==> src/rtl/slm_line_sequencer_if.sv <==
// slm_line_sequencer_if
// Groups the two data-path buses of the line sequencer: the line-buffer read
// side (occupancy, read data, pop strobe) and the SLM output side (word,
// valid, line start).
//   master : the sequencer (pops the buffer, drives the SLM bus)
//   slave  : the environment (buffer + SLM sink)
interface slm_line_sequencer_if #(
  parameter int DATA_W = 32
);
  logic [4:0]        num_words_in_buffer;
  logic [DATA_W-1:0] buf_data_i;
  logic              buf_rd_en_o;
  logic [DATA_W-1:0] slm_data_o;
  logic              slm_valid_o;
  logic              slm_line_start_o;

  modport master (
    input  num_words_in_buffer, buf_data_i,
    output buf_rd_en_o, slm_data_o, slm_valid_o, slm_line_start_o
  );

  modport slave (
    output num_words_in_buffer, buf_data_i,
    input  buf_rd_en_o, slm_data_o, slm_valid_o, slm_line_start_o
  );
endinterface

==> src/rtl/slm_line_sequencer.sv <==
// slm_line_sequencer
// Streams a frame of LINES_PER_FRAME lines from a line buffer to an SLM.
// Each line is popped as one uninterrupted burst of WORDS_PER_LINE reads,
// started only once the buffer already holds a full line, so the burst can
// never run the buffer dry.
// Ports:
//   fpga_clk         : clock, all state changes on the rising edge
//   reset_all_n      : asynchronous active-low reset
//   enable_i         : allows a new frame to start (looked at in IDLE only)
//   next_frame_rdy_i : timing controller says the next frame may begin
//   abort_i          : abandon the current frame, back to IDLE next edge
//   bus              : buffer read side + SLM output side (master modport)
//   line_done_o      : one-cycle pulse after the last word of a line
//   frame_done_o     : one-cycle pulse after the last line of a frame
//   line_count_o     : index of the line being sent
//   busy_o           : high whenever not IDLE
module slm_line_sequencer #(
  parameter int WORDS_PER_LINE  = 16,
  parameter int LINES_PER_FRAME = 1024,
  parameter int DATA_W          = 32
) (
  input  logic                 fpga_clk,
  input  logic                 reset_all_n,
  input  logic                 enable_i,
  input  logic                 next_frame_rdy_i,
  input  logic                 abort_i,
  slm_line_sequencer_if.master bus,
  output logic                 line_done_o,
  output logic                 frame_done_o,
  output logic [11:0]          line_count_o,
  output logic                 busy_o
);

  typedef enum logic [2:0] {
    IDLE,
    WAIT_LINE,
    READ,
    LINE_END,
    FRAME_END
  } state_t;

  localparam logic [4:0]  LINE_WORDS = 5'(WORDS_PER_LINE);
  localparam logic [4:0]  LAST_WORD  = 5'(WORDS_PER_LINE - 1);
  localparam logic [11:0] LAST_LINE  = 12'(LINES_PER_FRAME - 1);

  state_t     state;
  logic [4:0] word_cnt;

  always_ff @(posedge fpga_clk or negedge reset_all_n) begin
    if (!reset_all_n) begin
      state                <= IDLE;
      word_cnt             <= 5'd0;
      bus.buf_rd_en_o      <= 1'b0;
      bus.slm_data_o       <= {DATA_W{1'b0}};
      bus.slm_valid_o      <= 1'b0;
      bus.slm_line_start_o <= 1'b0;
      line_done_o          <= 1'b0;
      frame_done_o         <= 1'b0;
      line_count_o         <= 12'd0;
      busy_o               <= 1'b0;
    end else begin
      // NOTE: non-blocking throughout, so every register here sees the
      // pre-edge value of every other one regardless of statement order.
      // The output stage trails the read strobe by one cycle independent of
      // the state, which is what lets a word popped on the abort cycle still
      // reach the SLM.
      bus.slm_valid_o      <= bus.buf_rd_en_o;
      bus.slm_line_start_o <= bus.buf_rd_en_o && (word_cnt == 5'd0);
      if (bus.buf_rd_en_o) begin
        bus.slm_data_o <= bus.buf_data_i;
      end

      // NOTE: pulses default low here and are raised further down; the later
      // non-blocking assignment in the same edge wins.
      line_done_o  <= 1'b0;
      frame_done_o <= 1'b0;

      if (abort_i && (state != IDLE)) begin
        state           <= IDLE;
        bus.buf_rd_en_o <= 1'b0;
        busy_o          <= 1'b0;
      end else begin
        unique case (state)
          IDLE: begin
            if (enable_i && next_frame_rdy_i) begin
              state        <= WAIT_LINE;
              line_count_o <= 12'd0;
              busy_o       <= 1'b1;
            end
          end
          WAIT_LINE: begin
            // A whole line must be buffered before the burst starts.
            if (bus.num_words_in_buffer >= LINE_WORDS) begin
              state           <= READ;
              word_cnt        <= 5'd0;
              bus.buf_rd_en_o <= 1'b1;
            end
          end
          READ: begin
            if (word_cnt == LAST_WORD) begin
              state           <= LINE_END;
              bus.buf_rd_en_o <= 1'b0;
              line_done_o     <= 1'b1;
            end else begin
              word_cnt <= word_cnt + 5'd1;
            end
          end
          LINE_END: begin
            if (line_count_o == LAST_LINE) begin
              state        <= FRAME_END;
              frame_done_o <= 1'b1;
            end else begin
              state        <= WAIT_LINE;
              line_count_o <= line_count_o + 12'd1;
            end
          end
          FRAME_END: begin
            state  <= IDLE;
            busy_o <= 1'b0;
          end
          default: begin
            state           <= IDLE;
            bus.buf_rd_en_o <= 1'b0;
            busy_o          <= 1'b0;
          end
        endcase
      end
    end
  end

endmodule

==> src/flat_wrapper.sv <==
// flat-port wrapper written by rule: the top's interface ports become plain ports
module slm_line_sequencer_flat 
#(
  parameter int WORDS_PER_LINE  = 16,
  parameter int LINES_PER_FRAME = 1024,
  parameter int DATA_W          = 32
)
  (fpga_clk, reset_all_n, enable_i, next_frame_rdy_i, abort_i, line_done_o, frame_done_o, line_count_o, busy_o, bus_num_words_in_buffer, bus_buf_data_i, bus_buf_rd_en_o, bus_slm_data_o, bus_slm_valid_o, bus_slm_line_start_o);
  slm_line_sequencer_if #(.DATA_W(DATA_W)) bus_i ();
  input  logic fpga_clk;
  input  logic reset_all_n;
  input  logic enable_i;
  input  logic next_frame_rdy_i;
  input  logic abort_i;
  output logic line_done_o;
  output logic frame_done_o;
  output logic [11:0] line_count_o;
  output logic busy_o;
  input wire logic [$bits(bus_i.num_words_in_buffer)-1:0] bus_num_words_in_buffer;
  input wire logic [$bits(bus_i.buf_data_i)-1:0] bus_buf_data_i;
  output wire logic [$bits(bus_i.buf_rd_en_o)-1:0] bus_buf_rd_en_o;
  output wire logic [$bits(bus_i.slm_data_o)-1:0] bus_slm_data_o;
  output wire logic [$bits(bus_i.slm_valid_o)-1:0] bus_slm_valid_o;
  output wire logic [$bits(bus_i.slm_line_start_o)-1:0] bus_slm_line_start_o;
  assign bus_i.num_words_in_buffer = bus_num_words_in_buffer;
  assign bus_i.buf_data_i = bus_buf_data_i;
  assign bus_buf_rd_en_o = bus_i.buf_rd_en_o;
  assign bus_slm_data_o = bus_i.slm_data_o;
  assign bus_slm_valid_o = bus_i.slm_valid_o;
  assign bus_slm_line_start_o = bus_i.slm_line_start_o;
  slm_line_sequencer #(.WORDS_PER_LINE(WORDS_PER_LINE), .LINES_PER_FRAME(LINES_PER_FRAME), .DATA_W(DATA_W)) u_core (.fpga_clk(fpga_clk), .reset_all_n(reset_all_n), .enable_i(enable_i), .next_frame_rdy_i(next_frame_rdy_i), .abort_i(abort_i), .bus(bus_i), .line_done_o(line_done_o), .frame_done_o(frame_done_o), .line_count_o(line_count_o), .busy_o(busy_o));
endmodule
==> config.mk <==
export PLATFORM = sky130hd
export DESIGN_NAME = slm_line_sequencer_flat
export DESIGN_NICKNAME = d
export VERILOG_FILES = /design/src/rtl/slm_line_sequencer_if.sv /design/src/rtl/slm_line_sequencer.sv /design/src/flat_wrapper.sv
export SDC_FILE = /design/constraint.sdc
export NUM_CORES = 1
export LEC_CHECK = 0
export BUFFER_PORTS_ARGS = -buffer_cell sky130_fd_sc_hd__buf_2
export CAP_MARGIN = 15
export CORE_ASPECT_RATIO = 2
export CORE_MARGIN = 2
export CORE_UTILIZATION = 25
export DETAILED_ROUTE_END_ITERATION = 8
export PLACE_DENSITY = 0.48
export SYNTH_ARGS = -nofsm -noshare
export SYNTH_HDL_FRONTEND = slang
export SYNTH_SLANG_ARGS = --single-unit
==> constraint.sdc <==
create_clock -name fpga_clk -period 1.9 [get_ports fpga_clk]
set_input_delay 0.38 -clock fpga_clk [delete_from_list [all_inputs] [get_ports fpga_clk]]
set_output_delay 0.38 -clock fpga_clk [all_outputs]
set_load 0.02 [all_outputs]
==> results of run 1 <==
==> worst paths after layout <==
path / from / end / slack (ns) / cells past startpoint
worst max-delay path: u_core.line_count_o[0] / u_core.line_count_o[9] / 0.10 / 6
worst min-delay path: reset_all_n / u_core.bus.slm_data_o[26] / 0.03 / 2
worst max register to register: u_core.line_count_o[0] / u_core.line_count_o[9] / 0.10 / 6
worst min register to register: u_core.bus.slm_data_o[3] / u_core.bus.slm_data_o[3] / 0.50 / 1
max in group asynchronous: reset_all_n / u_core.state[1] / 1.57 / 2
min in group fpga_clk: bus_buf_data_i[25] / u_core.bus.slm_data_o[25] / 0.28 / 2
==> power by group <==
group          leakage (nW)  switching [mW]  internal, mW  total [mW]
Combinational         0.898            1.13         0.904        2.03
Clock                 0.151           0.560          1.13        1.69
Sequential            0.729           0.217          1.67        1.89
==> kinds of logic after synthesis <==
family,after synthesis,synth area share
compound gates,40,0.0933
mux,34,0.144
simple gates,65,0.161
flops,58,0.546
fa+ha+maj,4,0.0188
buf+inv,20,0.0363
==> critical path: cells and delay by family, from the launching register on <==
kind	cells	cell delay [ns]
compound gates	1	0.15
flops	1	0.39
fa+ha+maj	1	0.26
simple gates	3	0.72
buf+inv	1	0.18
==> final cells by class <==
class                           count  area, um2  share of cell area
Sequential cell                    58       1450               0.389
Clock inverter                      6       82.6              0.0221
Clock buffer                        9        225              0.0603
Multi-Input combinational cell    143       1120               0.301
Timing Repair Buffer              112        648               0.174
Tap cell                          137        171              0.0459
Antenna cell                        1       2.50            0.000670
Inverter                            8       30.0             0.00804
==> sequential cells by signal, summed over array words and instances, names as in the netlist <==
| signal | count |
|---|---|
| u_core.bus.slm_data_o | 32 |
| u_core.line_count_o | 12 |
| u_core.word_cnt | 5 |
| u_core.state | 3 |
| u_core.bus.buf_rd_en_o | 1 |
| u_core.bus.slm_line_start_o | 1 |
| u_core.bus.slm_valid_o | 1 |
| u_core.busy_o | 1 |
| u_core.frame_done_o | 1 |
| u_core.line_done_o | 1 |
==> synth_stat cells, types with 3 or more instances <==
library cell	n	area, um2
sky130_fd_sc_hd__nor2_1	6	22.5
sky130_fd_sc_hd__inv_1	8	30.0
sky130_fd_sc_hd__or4_1	9	67.6
sky130_fd_sc_hd__nand3_1	6	30.0
sky130_fd_sc_hd__or3_1	3	18.8
sky130_fd_sc_hd__dfrtp_1	58	1450
sky130_fd_sc_hd__nand2_1	12	45.0
sky130_fd_sc_hd__o21ai_1	4	20.0
sky130_fd_sc_hd__mux2_2	34	383
sky130_fd_sc_hd__o21ai_0	8	40.0
sky130_fd_sc_hd__nor4_1	4	25.0
sky130_fd_sc_hd__nor2b_1	3	18.8
sky130_fd_sc_hd__a21oi_1	12	60.1
sky130_fd_sc_hd__clkbuf_1	6	22.5
sky130_fd_sc_hd__nand2b_1	3	18.8
sky130_fd_sc_hd__ha_1	4	50.1
sky130_fd_sc_hd__o31ai_1	8	60.1
==> metrics by stage <==
step / utilization / hold WS (ns) / setup WS (ns)
after floorplan: - / 0.0844 / 0.0377
after global placement: 0.327 / 0.416 / 0.0823
after detailed placement: 0.327 / 0.418 / 0.0408
after CTS: 0.357 / 0.0638 / 0.0472
after global routing: 0.358 / 0.0797 / 0.0136
final: 0.359 / 0.0337 / 0.104
==> metal layers <==
layer | track usage | up-vias | part of all wire
li1 | - | 1031 | -
met1 | 0.115 | 1069 | 0.36
met2 | 0.229 | 58 | 0.58
met3 | 0.0241 | 16 | 0.034
met4 | 0.0718 | 0 | 0.034
met5 | 0 | - | 0
==> results.yml, run 1 <==
setup_path:
  crit_path_arrival_time_ns: 2.04
  type_of_element_launching_the_critical_path: "flip-flop"
  cp_cell_sequence: "ha_1 > nand4_2 > nor4_4 > buf_4 > or4_1 > a21oi_1"
  critical_path.max_fanout: 12
  cpPeakStageDelay_ns: 0.49
  path_class: "reg2reg"
  end_kind: "flip-flop"
  critical_path.slowest_cell: "sky130_fd_sc_hd__or4_1"
  worstPathRequired_ns: 2.14
final_layout:
  design.final.nets: 378
  instances_no_fill: 474
  fin_area_um2: 3730
  layout_commonest_cell: "sky130_fd_sc_hd__buf_2"
  most-common-layout-cells: "87 x sky130_fd_sc_hd__buf_2, 58 x sky130_fd_sc_hd__dfrtp_1, 34 x sky130_fd_sc_hd__mux2_2"
  n_fill_cell: 1056
  flow.area_growth_from_synthesis_pct: 40.6
  post_route_cells_drive_above_1_share: 0.503
synthesis:
  netlist_instances: 221
  dominantRegCellSynth: "sky130_fd_sc_hd__dfrtp_1"
  syn-num-nets: 267
  synth.lib_cells_used.distinct: 43
  syn_avg_cell_area_um2: 12.0
  synthesis.area_um2: 2660
  async_flop_share: 1.00
  synth_seq_cells: 58
  synth-edff-count: 0
  ys_seq_area_frac: 0.546
  yosys_warnings: 0
run_status:
  status: "complete, no violations"
clock_network:
  cts.clk_slew.worst_paths_ns: 0.05
  htreeDepth: 3
  cts.repair.resized: 0
  cts.hold.buffers_added: 0
  clock_tree.buffer_depth: 2
  cts_tree: "yes"
  root_buffer: "sky130_fd_sc_hd__clkbuf_16"
  number_of_clock_buffers_inserted_by_tritoncts: 9
  postCtsSetupBuffers: 0
  clock_latency_ns: 0.32
  number_of_clock_sinks: 58
global_routing:
  grt_util_all_layers: 0.120
  grt_remaining_overflow: 0
  number_of_global_route_vias_before_repair: 2251
  grt_antenna_before_repair: 0
  grt_first_pass_wirelength_mm: 10.8
  grt_start_max_net_pins: 59
floorplan:
  core_area_um2: 10400
  ioPinCount: 92
  die_w_um: 76.9
  die_area_um2: 11500
  die_height_um: 150
  row_count: 53
  initial_core_utilization: 0.255
placement:
  detailed_place_hpwl_mm: 4.86
  buffer_ports.inserted: 87
  placed_cells: 458
  post_dp_area_um2: 3410
  globalplace.congestion: 0.720
timing:
  relative_slew_slack: 0.761
  fin_worst_skew_ns: 0.00745
  worstMarginPinSlew_ns: 0.359
  rsz0062_at_grt: "no"
  finalHoldViolations: 0
  max_freq_mhz: 557
  setup_tns_ns: 0
  setup_viol_count_final: 0
  min_period_over_period: 0.945
  finalMaxSlewViolations: 0
  fin_crit_ns: 1.80
pwr:
  power-per-cell-area_nw_per_um2: 1500
  post-layout-total-power_mw: 5.62
  ir_worst_vdd_mv: 0.614
  power.leakage_nw: 1.78
route:
  drtIter0Drc: 54
  wl_per_cell_um: 14.1
  detailroute.via_count: 2174
  remaining_antenna_violation_count_after_routing: 0
  drc_errors: 0
  drt_first_pass_iters: 4
  viasPerCell: 4.59
  total_routed_wirelength_mm: 6.66
run:
  maxCapViolations: 0
min_path:
  hold_class: "in2async"
(Power assumes the default switching activity.)
==> inputs of run 2 (changes only) <==
--- a/config.mk
+++ b/config.mk
@@ -9,9 +9,9 @@
 export CAP_MARGIN = 15
 export CORE_ASPECT_RATIO = 2
 export CORE_MARGIN = 2
-export CORE_UTILIZATION = 25
+export CORE_UTILIZATION = 45
 export DETAILED_ROUTE_END_ITERATION = 8
-export PLACE_DENSITY = 0.48
+export PLACE_DENSITY = 0.77
 export SYNTH_ARGS = -nofsm -noshare
 export SYNTH_HDL_FRONTEND = slang
 export SYNTH_SLANG_ARGS = --single-unit
==> constraint.sdc (replaced) <==
create_clock -name fpga_clk -period 1.5 [get_ports fpga_clk]
set_input_delay 0.3 -clock fpga_clk [delete_from_list [all_inputs] [get_ports fpga_clk]]
set_output_delay 0.3 -clock fpga_clk [all_outputs]
set_load 0.02 [all_outputs]
==> run 2 against run 1 <==
The run now ends with negative setup slack left. Clock-buffer cell count rose by 4. Flip-flop and latch count did not move. Total power increased by 30%. Die area is 43% lower. Critical path type unchanged.
==> results.yml, run 2 (synthesis gave the netlist of run 1 again) <==
pwr:
  power-per-cell-area_nw_per_um2: 1800
  p_sw_frac: 0.344
  ir_worst_vdd_mv: 1.81
  power.leakage_nw: 1.92
  post-layout-total-power_mw: 7.30
  net-switching-power_mw: 2.51
  power_frac_clock: 0.271
  power_frac_comb: 0.400
  flop_pwr_share: 0.329
  power.internal_mw: 4.78
run_status:
  status: "finished, violations left"
  failing_checks: "negative setup slack"
timing:
  rsz0062_at_grt: "yes"
  fin_worst_skew_ns: 0.00633
  setup_ws_ns: -0.164
  finalHoldViolations: 0
  setup_viol_count_final: 18
  finalMaxSlewViolations: 0
  max_freq_mhz: 601
  min_period_over_period: 1.11
  hold_slack_ns: 0.204
  relative_slew_slack: 0.700
  worstMarginPinSlew_ns: 0.449
  fin_crit_ns: 1.66
setup_path:
  crit_path_arrival_time_ns: 1.92
  cp_cell_sequence: "nand4bb_4 > a211o_4 > or4_4 > a21oi_2"
  cell_family_with_most_cp_delay: "simple AND/OR/NAND/NOR gates"
  cpPeakStageDelay_ns: 0.43
  worstPathRequired_ns: 1.75
  path_class: "reg2reg"
  end_kind: "flip-flop"
  critical_path.slowest_cell: "sky130_fd_sc_hd__or4_4"
  type_of_element_launching_the_critical_path: "flip-flop"
  critical_path.max_fanout: 7
  worstPathBufferInverterCount: 0
clock_network:
  number_of_clock_sinks: 58
  root_buffer: "sky130_fd_sc_hd__clkbuf_16"
  clock_latency_ns: 0.32
  cts.clk_slew.worst_paths_ns: 0.05
  number_of_clock_buffers_inserted_by_tritoncts: 9
  clock_tree.buffer_depth: 2
  cts_tree: "yes"
  htreeDepth: 3
route:
  drt_first_pass_iters: 4
  remaining_antenna_violation_count_after_routing: 0
  viasPerCell: 5.49
  total_routed_wirelength_mm: 7.00
  drc_errors: 0
  wl_per_cell_um: 16.6
  detailroute.via_count: 2317
  drtIter0Drc: 63
floorplan:
  ioPinCount: 92
  die_area_um2: 6570
  initial_core_utilization: 0.465
  die_height_um: 113
  core_area_um2: 5710
  die_w_um: 58.3
  row_count: 39
global_routing:
  grt_start_max_net_pins: 25
  grt_remaining_overflow: 0
  grt_first_pass_wirelength_mm: 11.4
  grt_util_all_layers: 0.232
  grt_antenna_before_repair: 0
  number_of_global_route_vias_before_repair: 2447
final_layout:
  post_route_cells_drive_above_1_share: 0.634
  flow.area_growth_from_synthesis_pct: 52.7
  largest_register_ffs: 32
  diodes: 0
  largest_register: "u_core.bus.slm_data_o"
  fin_area_um2: 4060
  biggestRegsByFlops: "u_core.bus.slm_data_o: 32 flops, u_core.line_count_o: 12 flops, u_core.word_cnt: 5 flops"
  most-common-layout-cells: "87 x sky130_fd_sc_hd__buf_2, 49 x sky130_fd_sc_hd__dfrtp_1, 41 x sky130_fd_sc_hd__buf_4"
  design.final.nets: 402
  layout_commonest_cell: "sky130_fd_sc_hd__buf_2"
placement:
  globalplace.congestion: 0.830
  buffer_ports.inserted: 87
  detailed_place_hpwl_mm: 5.04
  post_dp_area_um2: 3520
run:
  maxCapViolations: 0
min_path:
  hold_class: "in2reg"
## run 2: changes by cell type in the layout (fill, tap and decap cells not counted), sizes merged
cell,previous run,this run
diode,1,0
dlygate4sd3,0,1
bufinv,2,1
clkinvlp,1,0
clkinv,3,2
clkbuf,9,13
buf,112,135
## run 2: what timing repair did
action | 4_1_cts | 5_1_grt
buffers inserted | 3 | 6
pin swaps | 11 | 13
resized for setup | 27 | 10
setup endpoints to repair | 20 | 19
endpoints found under the hold margin | 15 | 0
hold buffers | 1 | 0
## run 2: per-layer routing
metal  vias up  part of all wire  GRT usage  routed length, um
li1       1085                 -          -                  -
met5         -                 0          0                  0
met1      1147              0.34      0.237               2350
met3        23             0.035     0.0553                248
met2        62              0.59      0.415               4160
met4         0             0.034      0.124                239
## run 2: final timing paths
check	slack (ns)	startpoint	depth (start not counted)	endpoint
setup / recovery	-0.16	u_core.state[0]	4	u_core.line_count_o[11]
hold / removal	0.20	bus_buf_data_i[27]	2	u_core.bus.slm_data_o[27]
setup reg to reg	-0.16	u_core.state[0]	4	u_core.line_count_o[11]
hold reg to reg	0.50	u_core.bus.slm_data_o[0]	1	u_core.bus.slm_data_o[0]
max in group asynchronous	0.54	reset_all_n	3	u_core.line_count_o[1]
min in group asynchronous	0.47	reset_all_n	2	u_core.bus.slm_data_o[25]
## run 2: power groups by stage
stage	clock, mW	combinational (mW)	sequential [mW]
finish	1.98	2.92	2.40
global route	2.08	3.11	2.47
detailed placement	0	2.71	2.41
global placement	0	2.63	2.37
floorplan	0	1.08	3.04
CTS	2.01	2.90	2.40
## run 2: layout make-up
| type | instances | area [um2] |
|---|---|---|
| sequential | 58 | 1460 |
| clock buffer | 13 | 250 |
| inverter | 8 | 30.0 |
| tap | 61 | 76.3 |
| fill | 406 | 1650 |
| multi-input combinational | 143 | 1340 |
| timing repair buffer | 136 | 858 |
| clock inverter | 3 | 40.0 |
## run 2: metrics by stage
step                      worst slack (ns)  setup TNS, ns  std cells  utilization
after floorplan                     -0.125         -0.939        221            -
after global placement              -0.134          -1.67        397        0.617
after detailed placement            -0.183          -2.30        397        0.617
after CTS                           -0.155          -1.86        417        0.699
after global routing                -0.225          -3.45        422        0.710
final                               -0.164          -2.35        422        0.710
